## src/rtl/detector_jogada.sv

```systemverilog
// Debounced key-press detector: 2-flop synchronizer, stability filter and release wait.
// Define DETECTOR_JOGADA_INVALIDA_EN to flag non-one-hot captures on jogada_invalida.
module detector_jogada #(
  parameter int unsigned DEBOUNCE_CICLOS = 3
) (
  input  logic       clock,
  input  logic       reset,
  input  logic [3:0] chaves,
  input  logic       habilita,
  input  logic       limpa,
  output logic [3:0] jogada,
  output logic       jogada_feita,
  output logic       tem_jogada,
  output logic       jogada_invalida,
  output logic [3:0] db_estado
);

  typedef enum logic [3:0] {
    StOcioso     = 4'd0,
    StFiltrando  = 4'd1,
    StCapturado  = 4'd2,
    StEsperaSolt = 4'd3
  } estado_t;

  localparam logic [3:0] CntAlvo = 4'(DEBOUNCE_CICLOS - 1);

  estado_t    estado_q, estado_d;
  logic [3:0] sinc_q, s_q;
  logic [3:0] cand_q, cand_d;
  logic [3:0] cnt_q, cnt_d, cnt_inc;
  logic [3:0] jogada_q, jogada_d;
  logic       tem_q, tem_d;
  logic       captura;
  logic       valida;

  always_ff @(posedge clock or posedge reset) begin
    if (reset) begin
      sinc_q <= 4'b0000;
      s_q    <= 4'b0000;
    end else begin
      sinc_q <= chaves;
      s_q    <= sinc_q;
    end
  end

  assign cnt_inc = (cnt_q == 4'hf) ? cnt_q : cnt_q + 4'd1;

`ifdef DETECTOR_JOGADA_INVALIDA_EN
  assign valida = $onehot(cand_q);
`else
  assign valida = 1'b1;
`endif

  always_comb begin
    estado_d = estado_q;
    cand_d   = cand_q;
    cnt_d    = cnt_q;
    captura  = 1'b0;
    unique case (estado_q)
      StOcioso: begin
        if (s_q != 4'b0000 && habilita) begin
          cand_d   = s_q;
          cnt_d    = 4'd1;
          estado_d = StFiltrando;
        end
      end
      StFiltrando: begin
        if (s_q == 4'b0000) begin
          cnt_d    = 4'd0;
          estado_d = StOcioso;
        end else if (s_q != cand_q) begin
          cand_d = s_q;
          cnt_d  = 4'd1;
        end else if (cnt_q == CntAlvo) begin
          captura  = 1'b1;
          estado_d = StCapturado;
        end else begin
          cnt_d = cnt_inc;
        end
      end
      StCapturado: begin
        cnt_d    = 4'd0;
        estado_d = StEsperaSolt;
      end
      StEsperaSolt: begin
        // cnt counts consecutive released samples; any bounce restarts it
        if (s_q != 4'b0000) begin
          cnt_d = 4'd0;
        end else if (cnt_q >= CntAlvo) begin
          cnt_d    = 4'd0;
          estado_d = StOcioso;
        end else begin
          cnt_d = cnt_inc;
        end
      end
      default: begin
        cnt_d    = 4'd0;
        estado_d = StOcioso;
      end
    endcase
  end

  // A capture edge takes priority over limpa, even when the capture is rejected.
  always_comb begin
    jogada_d = jogada_q;
    tem_d    = tem_q;
    if (captura) begin
      if (valida) begin
        jogada_d = cand_q;
        tem_d    = 1'b1;
      end
    end else if (limpa) begin
      jogada_d = 4'b0000;
      tem_d    = 1'b0;
    end
  end

  always_ff @(posedge clock or posedge reset) begin
    if (reset) begin
      estado_q <= StOcioso;
      cand_q   <= 4'b0000;
      cnt_q    <= 4'd0;
      jogada_q <= 4'b0000;
      tem_q    <= 1'b0;
    end else begin
      estado_q <= estado_d;
      cand_q   <= cand_d;
      cnt_q    <= cnt_d;
      jogada_q <= jogada_d;
      tem_q    <= tem_d;
    end
  end

  assign jogada       = jogada_q;
  assign tem_jogada   = tem_q;
  assign db_estado    = estado_q;
  assign jogada_feita = (estado_q == StCapturado) && valida;

`ifdef DETECTOR_JOGADA_INVALIDA_EN
  assign jogada_invalida = (estado_q == StCapturado) && !valida;
`else
  assign jogada_invalida = 1'b0;
`endif

endmodule

```

## config.mk

```make
export PLATFORM = sky130hd
export DESIGN_NAME = detector_jogada
export DESIGN_NICKNAME = d
export VERILOG_FILES = /design/src/rtl/detector_jogada.sv
export SDC_FILE = /design/constraint.sdc
export NUM_CORES = 1
export LEC_CHECK = 0
export CAP_MARGIN = 20
export CORE_MARGIN = 2
export CORE_UTILIZATION = 60
export CTS_CLUSTER_SIZE = 8
export DETAILED_ROUTE_END_ITERATION = 10
export DONT_BUFFER_PORTS = 1
export PLACE_DENSITY = 0.76
export SYNTH_ARGS = -nofsm -noshare
export SYNTH_HDL_FRONTEND = slang
export SYNTH_SLANG_ARGS = --single-unit
```

## constraint.sdc

```tcl
create_clock -name clock -period 4.4 [get_ports clock]
set_input_delay 0.44 -clock clock [delete_from_list [all_inputs] [get_ports clock]]
set_output_delay 0.44 -clock clock [all_outputs]
set_load 0.01 [all_outputs]
```

== Yosys cells after proc, flatten, opt, wreduce, memory -nomap -nowiden ==
Index checks and enable logic that the tools add are counted.
Storage, ports and cells
  flip-flop bits (word level): 25
  input port bits: 8
  output and inout port bits: 11
  word-level logic and storage cells: 58
Cells by class
  $add $sub $neg: 1
  $lt $le $gt $ge: 1
  equal/unequal tests: 14
  multiplexer cells: 26
  reductions and logical operators: 9
Operator list (number)
  $mux W4: 17
  $pmux W4 S4: 1
  $eq A4 B2 Y1 const B: 3
  $pmux W4 S3: 1
  $ne A2 B2 Y1 const B: 5
  $logic_not A4 Y1: 2
  $pmux W4 S2: 1
  $mux W1: 6
  $ne A3 B3 Y1 const B: 2
  $reduce_and A5 Y1: 1
  $add A4 B1 Y4 const B: 1
  $eq A4 B1 Y1 const B: 1
  $eq A4 B4 Y1 const B: 1
  $ge A4 B2 Y1 const B: 1
  $ne A4 B4 Y1: 1
  $ne A4 B4 Y1 const B: 1
  $reduce_and A4 Y1: 1
  $reduce_bool A2 Y1: 2
  $reduce_bool A4 Y1: 1
  $reduce_and A2 Y1: 1
  $logic_and A1 B1 Y1: 1

== Logic depth before layout (Yosys ltp) ==
Gate-level depths: netlist of run 1.
  depth in word-level cells: 6
  mapped depth: 7
  mapped depth without buffers: 7

== Worst setup path before layout of run 1 ==
Ideal clock, no wire load.
  kind: flip-flop to flip-flop
  from: reg cnt_q[0]
  to: reg cnt_q[3]
  setup time: 133 ps
  arrival: 1780 ps
  data required time: 4267 ps
  path slack: 2487 ps
  stages on the path, launching flop included: 8
  path buffers: 0
  period minus slack after synthesis: 1913 ps
  cell sequence: dfrtp_1 -> inv_1 -> ha_1 -> or3b_1 -> nor4b_4 -> a21oi_2 -> a41oi_1 -> a21oi_1
On the way
  cells in the longest elaborated chain, start to end: 6
  elaborated cells between the ends (all ways): 13
  classes of those cells: add/sub: 1; order compare: 1; eq/ne: 3; mux: 7; reduce/logical: 1
Ends and longest elaborated chain
  start, declared: line 30  | logic [3:0] cnt_q, cnt_d, cnt_inc;
  start signal, assigned: line 128  | cnt_q <= cnt_d;
  $add A4 B1 Y4 / $eq A4 B4 Y1 (equally long branches): line 46  | assign cnt_inc = (cnt_q == 4'hf) ? cnt_q : cnt_q + 4'd1;
  $mux W4: line 46
  $mux W4: line 74  | end else if (cnt_q == CntAlvo) begin
  $mux W4: line 71  | end else if (s_q != cand_q) begin
  $mux W4: line 68  | if (s_q == 4'b0000) begin
  $pmux W4 S3: line 59  | unique case (estado_q)
Several ways; a longest one is shown, not always the timed one. The select of a mux whose other input is x is not followed.
A chain may end at the register's enable or synchronous reset.

== Worst setup path after layout of run 1 ==
Ends and elaborated chain as after synthesis.

==> qor.yml, run 1 <==
status: "complete, no violations"
cap_violations: 0
final_area_um2: 1160
worstSetupPathType: "reg2reg"
critPathArrivalTime_ps: 2310
synth-main-ff-cell: "dfrtp_1"
overflow: 0
regArea_um2: 576
cp.required_ps: 4590
period_needed_ps: 2120
die_area_um2: 2230
grtUsageMet3_pct: 4.62
dr_total_vias: 733
cts_tree: "done"
final_hold_viol_count: 0
postSynthCellCount: 98
finalCritPeriodShare_pct: 48.1
n_antenna_cell: 0
synth_edf_count: 0
yosysSeqAreaShare_pct: 51.2
top_usage_layer: "met2"
slew_headroom_pct: 45.0
cts_resized: 0
coreArea_um2: 1750
start_util_pct: 64.4
io-pin-count: 19
skew_ps: 0.864
dr.pass1.iters: 4
clockRootBuffer: "clkbuf_4"
leakage_nw: 0.487
rows: 15
dp.cells: 121
use_met2_pct: 30.0
hpwl_mm: 1.30
drcViolationCount: 0
final_nets: 111
rsz0062_at_grt: "no"
insertion_delay_ps: 300
avgSynthCellArea_um2: 11.5
ctsHoldBuffers: 0
cts_inserted_buffers: 3
async_reset_ff_share_pct: 100
cts.sinks: 23
die_w_um: 47.3
slew_viol_final: 0
grt_pass1_wl_mm: 2.89
yosysTopAreaCell: "dfrtp_1"
grt_pass1_vias: 688
power_density_nw_per_um2: 337
track_usage_pct: 19.0
antenna_found_initial: 0
ant_nets: 0
clkTransAtPathRegs_ps: 130
vdd_drop_max_uv: 202
wirelength_mm: 1.81
grt_max_degree: 24
worst_slew_pin_slew_ps: 824
hold_path.class: "in2reg"
placed_area_um2: 1140
ys_ff_latch: 23
fin_setup_tns_ps: 0
fillers: 136
end_kind: "register"
synth_area_um2: 1120
fmax_ghz: 0.472
synth_cell_types: 33
drt-initial-drc-count: 17
synth.area.top_cells: "dfrtp_1, mux2_2, nor4_4, nand3_1, o21ai_0"
syn_to_final_growth_pct: 3.56
cts_buffer_depth: 2
drt-wirelength-per-cell_um: 14.4
ys_warn_count: 0
crit_path_max_fanout: 7
cts_setup_buffers: 0
setup_viol: 0
die_y_um: 47.3
multi_input_area_um2: 507
finalNonFillerCells: 125
cp-start-kind: "register"
final_layout_size_suffix_gt1_share_pct: 15.0
gp_congestion: 0.796
use_met1_pct: 24.6
htreeDepth: 1
io_buffers: 0
vias_per_cell: 5.86
synth_top_area_share_pct: 51.2
==> report_power, final <==
group	switching (W)	total [W]	internal, W
Clock	0.0000623	0.0000961	0.0000339
Combinational	0.0000300	0.0000547	0.0000247
Sequential	0.0000176	0.000241	0.000224
Total	0.000110	0.000392	0.000282
==> sequential cells by signal (all words and copies together), names as in the netlist <==
register	count
tem_jogada	1
jogada	4
s_q	4
db_estado	2
cand_q	4
cnt_q	4
sinc_q	4
==> layout by cell type, fill, tap and decap left out, types with 2 or more instances in the layout <==
cell,instances
a21oi_1,3
a31oi_1,2
clkbuf_4,3
conb_1,3
dfrtp_1,23
ha_1,2
inv_1,6
mux2_2,4
nand2_1,7
nand3_1,8
nor2_1,6
nor4_4,2
o21ai_0,7
o2bb2ai_1,2
xor2_1,4
==> cell usage after synthesis (2+ instances only) <==
cell type and n:
buf_4 3, a31oi_1 2, o21ai_0 7, nor2_1 6, ha_1 2, nor4_4 2, a21oi_1 3, nand2_1 7
o2bb2ai_1 2, inv_1 6, dfrtp_1 23, nand3_1 8, xor2_1 4, mux2_2 4
==> worst max-delay path: stages, from the launching register on <==
cell,delay [ps]
dfrtp_1,460
inv_1,80
ha_1,160
or3b_1,410
nor4b_4,390
a21oi_2,180
a41oi_1,260
a21oi_1,60
==> layout make-up <==
class / count / area share [%]
multi-input combinational: 67 / 43.5
inverter: 6 / 1.94
clock inverter: 1 / 0.430
tap: 25 / 2.69
sequential: 23 / 49.5
clock buffer: 3 / 1.94
==> metrics by stage <==
| step | setup slack, ps | hold slack (ps) | power [W] | utilization (%) |
|---|---|---|---|---|
| global route | 2150 | 119 | 0.000413 | 66.7 |
| floorplan | 2490 | 331 | 0.000292 | - |
| CTS | 2300 | 143 | 0.000395 | 66.7 |
| detailed placement | 2320 | 337 | 0.000300 | 65.1 |
| global placement | 2400 | 331 | 0.000298 | 65.1 |
| finish | 2280 | 149 | 0.000392 | 66.7 |
==> layer usage <==
layer / part of all wire, % / up-vias / wire length (µm)
met3: 4.7 / 0 / 85
met4: 0 / 0 / 0
met5: 0 / - / 0
met1: 47 / 358 / 842
li1: - / 352 / -
met2: 49 / 23 / 877
==> logic make-up (layout without fill, tap and decap cells) <==
| kind of cell | Yosys count | after routing | share of synthesized area, % |
|---|---|---|---|
| and+or+nand+nor | 30 | 30 | 17.8 |
| AOI/OAI and AO/OA | 23 | 23 | 16.1 |
| DFF | 23 | 23 | 51.2 |
| buffers and inverters | 10 | 10 | 4.34 |
| xor gates and xnor gates | 5 | 5 | 3.90 |
| muxes | 4 | 4 | 4.01 |
| adders and majority gates | 2 | 2 | 2.23 |
| other | 1 | 3 | 0.334 |
==> worst paths after layout <==
check | start | endpoint | slack, ps | cells after the start
hold reg to reg | sinc_q[0]$_DFF_PP0_ | s_q[0]$_DFF_PP0_ | 360 | 0
setup / recovery | cnt_q[0]$_DFFE_PP0P_ | cnt_q[3]$_DFFE_PP0P_ | 2280 | 7
hold / removal | chaves[2] | sinc_q[2]$_DFF_PP0_ | 150 | 0
max in group asynchronous | reset | cand_q[2]$_DFFE_PP0P_ | 3720 | 1
setup reg to reg | cnt_q[0]$_DFFE_PP0P_ | cnt_q[3]$_DFFE_PP0P_ | 2280 | 7
min in group asynchronous | reset | sinc_q[3]$_DFF_PP0_ | 170 | 1
No activity file was read; power rests on OpenSTA's default activity.
==> run 2, diff against run 1 <==
--- a/config.mk
+++ b/config.mk
@@ -7,11 +7,11 @@
 export LEC_CHECK = 0
 export CAP_MARGIN = 20
 export CORE_MARGIN = 2
-export CORE_UTILIZATION = 60
+export CORE_UTILIZATION = 54
 export CTS_CLUSTER_SIZE = 8
 export DETAILED_ROUTE_END_ITERATION = 10
 export DONT_BUFFER_PORTS = 1
-export PLACE_DENSITY = 0.76
+export PLACE_DENSITY = 0.72
 export SYNTH_ARGS = -nofsm -noshare
 export SYNTH_HDL_FRONTEND = slang
 export SYNTH_SLANG_ARGS = --single-unit
==> constraint.sdc (replaced) <==
create_clock -name clock -period 1.7 [get_ports clock]
set_input_delay 0.17 -clock clock [delete_from_list [all_inputs] [get_ports clock]]
set_output_delay 0.17 -clock clock [all_outputs]
set_load 0.01 [all_outputs]
==> qor.yml, run 2 (synthesis gave the netlist of run 1 again) <==
status: "finished, violations left"
hpwl_mm: 1.47  # +13%
wl_met2_mm: 1.17  # +34%
cts_tree: "done"
insertion_delay_ps: 310  # about the same
critPathArrivalTime_ps: 2060  # -250 ps
start_util_pct: 57.3  # -7.1 points
antenna_found_initial: 0  # unchanged
vdd_drop_max_uv: 686  # +240%
cap_violations: 0  # unchanged
final_hold_viol_count: 0  # unchanged
finalCritPeriodShare_pct: 106  # +57 points
reg2reg_from: "s_q[2]$_DFF_PP0_"
die_area_um2: 2460  # +10%
io-pin-count: 19  # unchanged
violations: "negative setup slack"
regArea_um2: 579  # +0.65%
period_needed_ps: 1790  # -324 ps
r2r-end: "cnt_q[1]$_DFFE_PP0P_"
gp_congestion: 0.811  # +1.9%
slew_viol_final: 0  # unchanged
cp.required_ps: 1960  # -2630 ps
clockRootBuffer: "clkbuf_4"
rsz0062_at_grt: "yes"
holdWs_ps: 78.5  # -70.2 ps
power_density_nw_per_um2: 760  # +130%
cp-start-kind: "register"
coreArea_um2: 1960  # +12%
drt-initial-drc-count: 9  # -8
final_nets: 137  # +23%
whs_path_depth: 3  # +3
overflow: 0  # unchanged
grt_max_degree: 24  # unchanged
n_antenna_cell: 0  # unchanged
reg2reg_slack_ps: -90  # -2380 ps
syn_to_final_growth_pct: 30.7
crit_slowest_cell: "or4_4"
die_y_um: 49.6  # +4.9%
path_cells: "or4_4 -> a211oi_2 -> a21oi_2 -> o2bb2ai_1 -> a41o_1"
rows: 16  # +1
grt_pass1_vias: 843  # +23%
reg2reg_depth: 5  # -2
cp_slowest_stage_delay_ps: 580  # +120 ps
worstSetupPathType: "reg2reg"
cts_buffer_depth: 2  # unchanged
final_layout_size_suffix_gt1_share_pct: 39.7  # +25 points
end_kind: "register"
final_common_cell: "dfrtp_1"
skew_ps: 13.9  # +13.1 ps
dr.pass1.iters: 4  # unchanged
grt_pass1_wl_mm: 3.59  # +24%
track_usage_pct: 19.6  # +0.65 points
dp_slack_ps: -180  # -2500 ps
vias_per_cell: 5.56  # -5.3%
io_buffers: 0  # unchanged
final_cell_mix: "dfrtp_1, buf_4, nand3_1"
ant_nets: 0  # unchanged
leakage_nw: 0.657  # +35%
wirelength_mm: 2.28  # +26%
hp-start: "limpa"
clkTransAtPathRegs_ps: 130  # about the same
fmax_ghz: 0.557  # +18%
hold_path.class: "in2reg"
setup_viol: 10  # +10
crit_path_max_fanout: 6  # -1
cts_inserted_buffers: 3  # unchanged
setup_ws_ps: -94.0  # -2380 ps
wl_met1_um: 979  # +16%
dr_total_vias: 850  # +16%
htreeDepth: 1  # unchanged
fillers: 127  # -6.6%
die_w_um: 49.6  # +4.9%
top_layer_used: "met4"
multi_input_area_um2: 591  # +17%
cts.sinks: 23  # unchanged
dr_wl_met3_um: 75  # -12%
drcViolationCount: 0  # unchanged
hold_end: "jogada[0]$_DFFE_PP0P_"
finalPower_w: 0.00112  # +180%
drt-wirelength-per-cell_um: 14.9  # +3.1%
[run 2: cell types whose count changed in the layout (fill, tap and decap cells not counted), moves of 2 or more]
cell           change
dlygate4sd3_1      +5
buf_4             +19
xor2_1             -4
xor2_2             +4
dfrtp_2            +3
buf_6              +2
dfrtp_1            -3
[run 2: worst max-delay path by stage]
stage,endpoint,startpoint,slack (ps)
finish,cnt_q[1]$_DFFE_PP0P_,s_q[2]$_DFF_PP0_,-90
global route,cnt_q[1]$_DFFE_PP0P_,cnt_q[0]$_DFFE_PP0P_,-190
CTS,cnt_q[2]$_DFFE_PP0P_,s_q[2]$_DFF_PP0_,-80
detailed placement,cnt_q[1]$_DFFE_PP0P_,s_q[2]$_DFF_PP0_,-180
global placement,cnt_q[1]$_DFFE_PP0P_,s_q[2]$_DFF_PP0_,-140
floorplan,cnt_q[3]$_DFFE_PP0P_,cnt_q[0]$_DFFE_PP0P_,-190
[run 2: per-stage QoR]
step	cells	TNS (ps)	utilization [%]	instance area, µm²
floorplan	100	-745	-	1130
global placement	140	-477	64.7	1270
detailed placement	140	-911	64.7	1270
CTS	151	-463	71.4	1400
global route	153	-1400	74.9	1470
finish	153	-444	74.9	1470
[run 2: layout make-up]
type	count	share of cell area, %
inverter	6	1.53
multi-input combinational	67	40.2
clock inverter	1	0.341
timing repair buffer	26	14.7
tap	27	2.30
clock buffer	3	1.53
sequential	23	39.4
[run 2: what timing repair did]
item	in CTS	in global routing
setup endpoints to repair	12	14
endpoints found under the hold margin	27	0
hold buffers	5	0
pin swaps	6	6
setup buffers	2	4
gates resized for setup	7	13
[run 2: where the power goes]
group	leakage, nW	internal (W)	switching [W]
Clock	0.0177	0.0000879	0.000165
Sequential	0.282	0.000580	0.0000356
Combinational	0.357	0.000129	0.000119
[run 2: metal layers]
layer | vias to the layer above | global-route usage, %
met2 | 26 | 33.8
met1 | 417 | 24.0
met5 | - | 0
met3 | 6 | 3.64
met4 | 0 | 8.33
li1 | 401 | -
[run 2: worst max-delay path, delay by kind of cell (launching register included)]
family,cells,cell delay (ps)
and+or+nand+nor,1,580
AOI/OAI and AO/OA,4,720
DFF,1,460
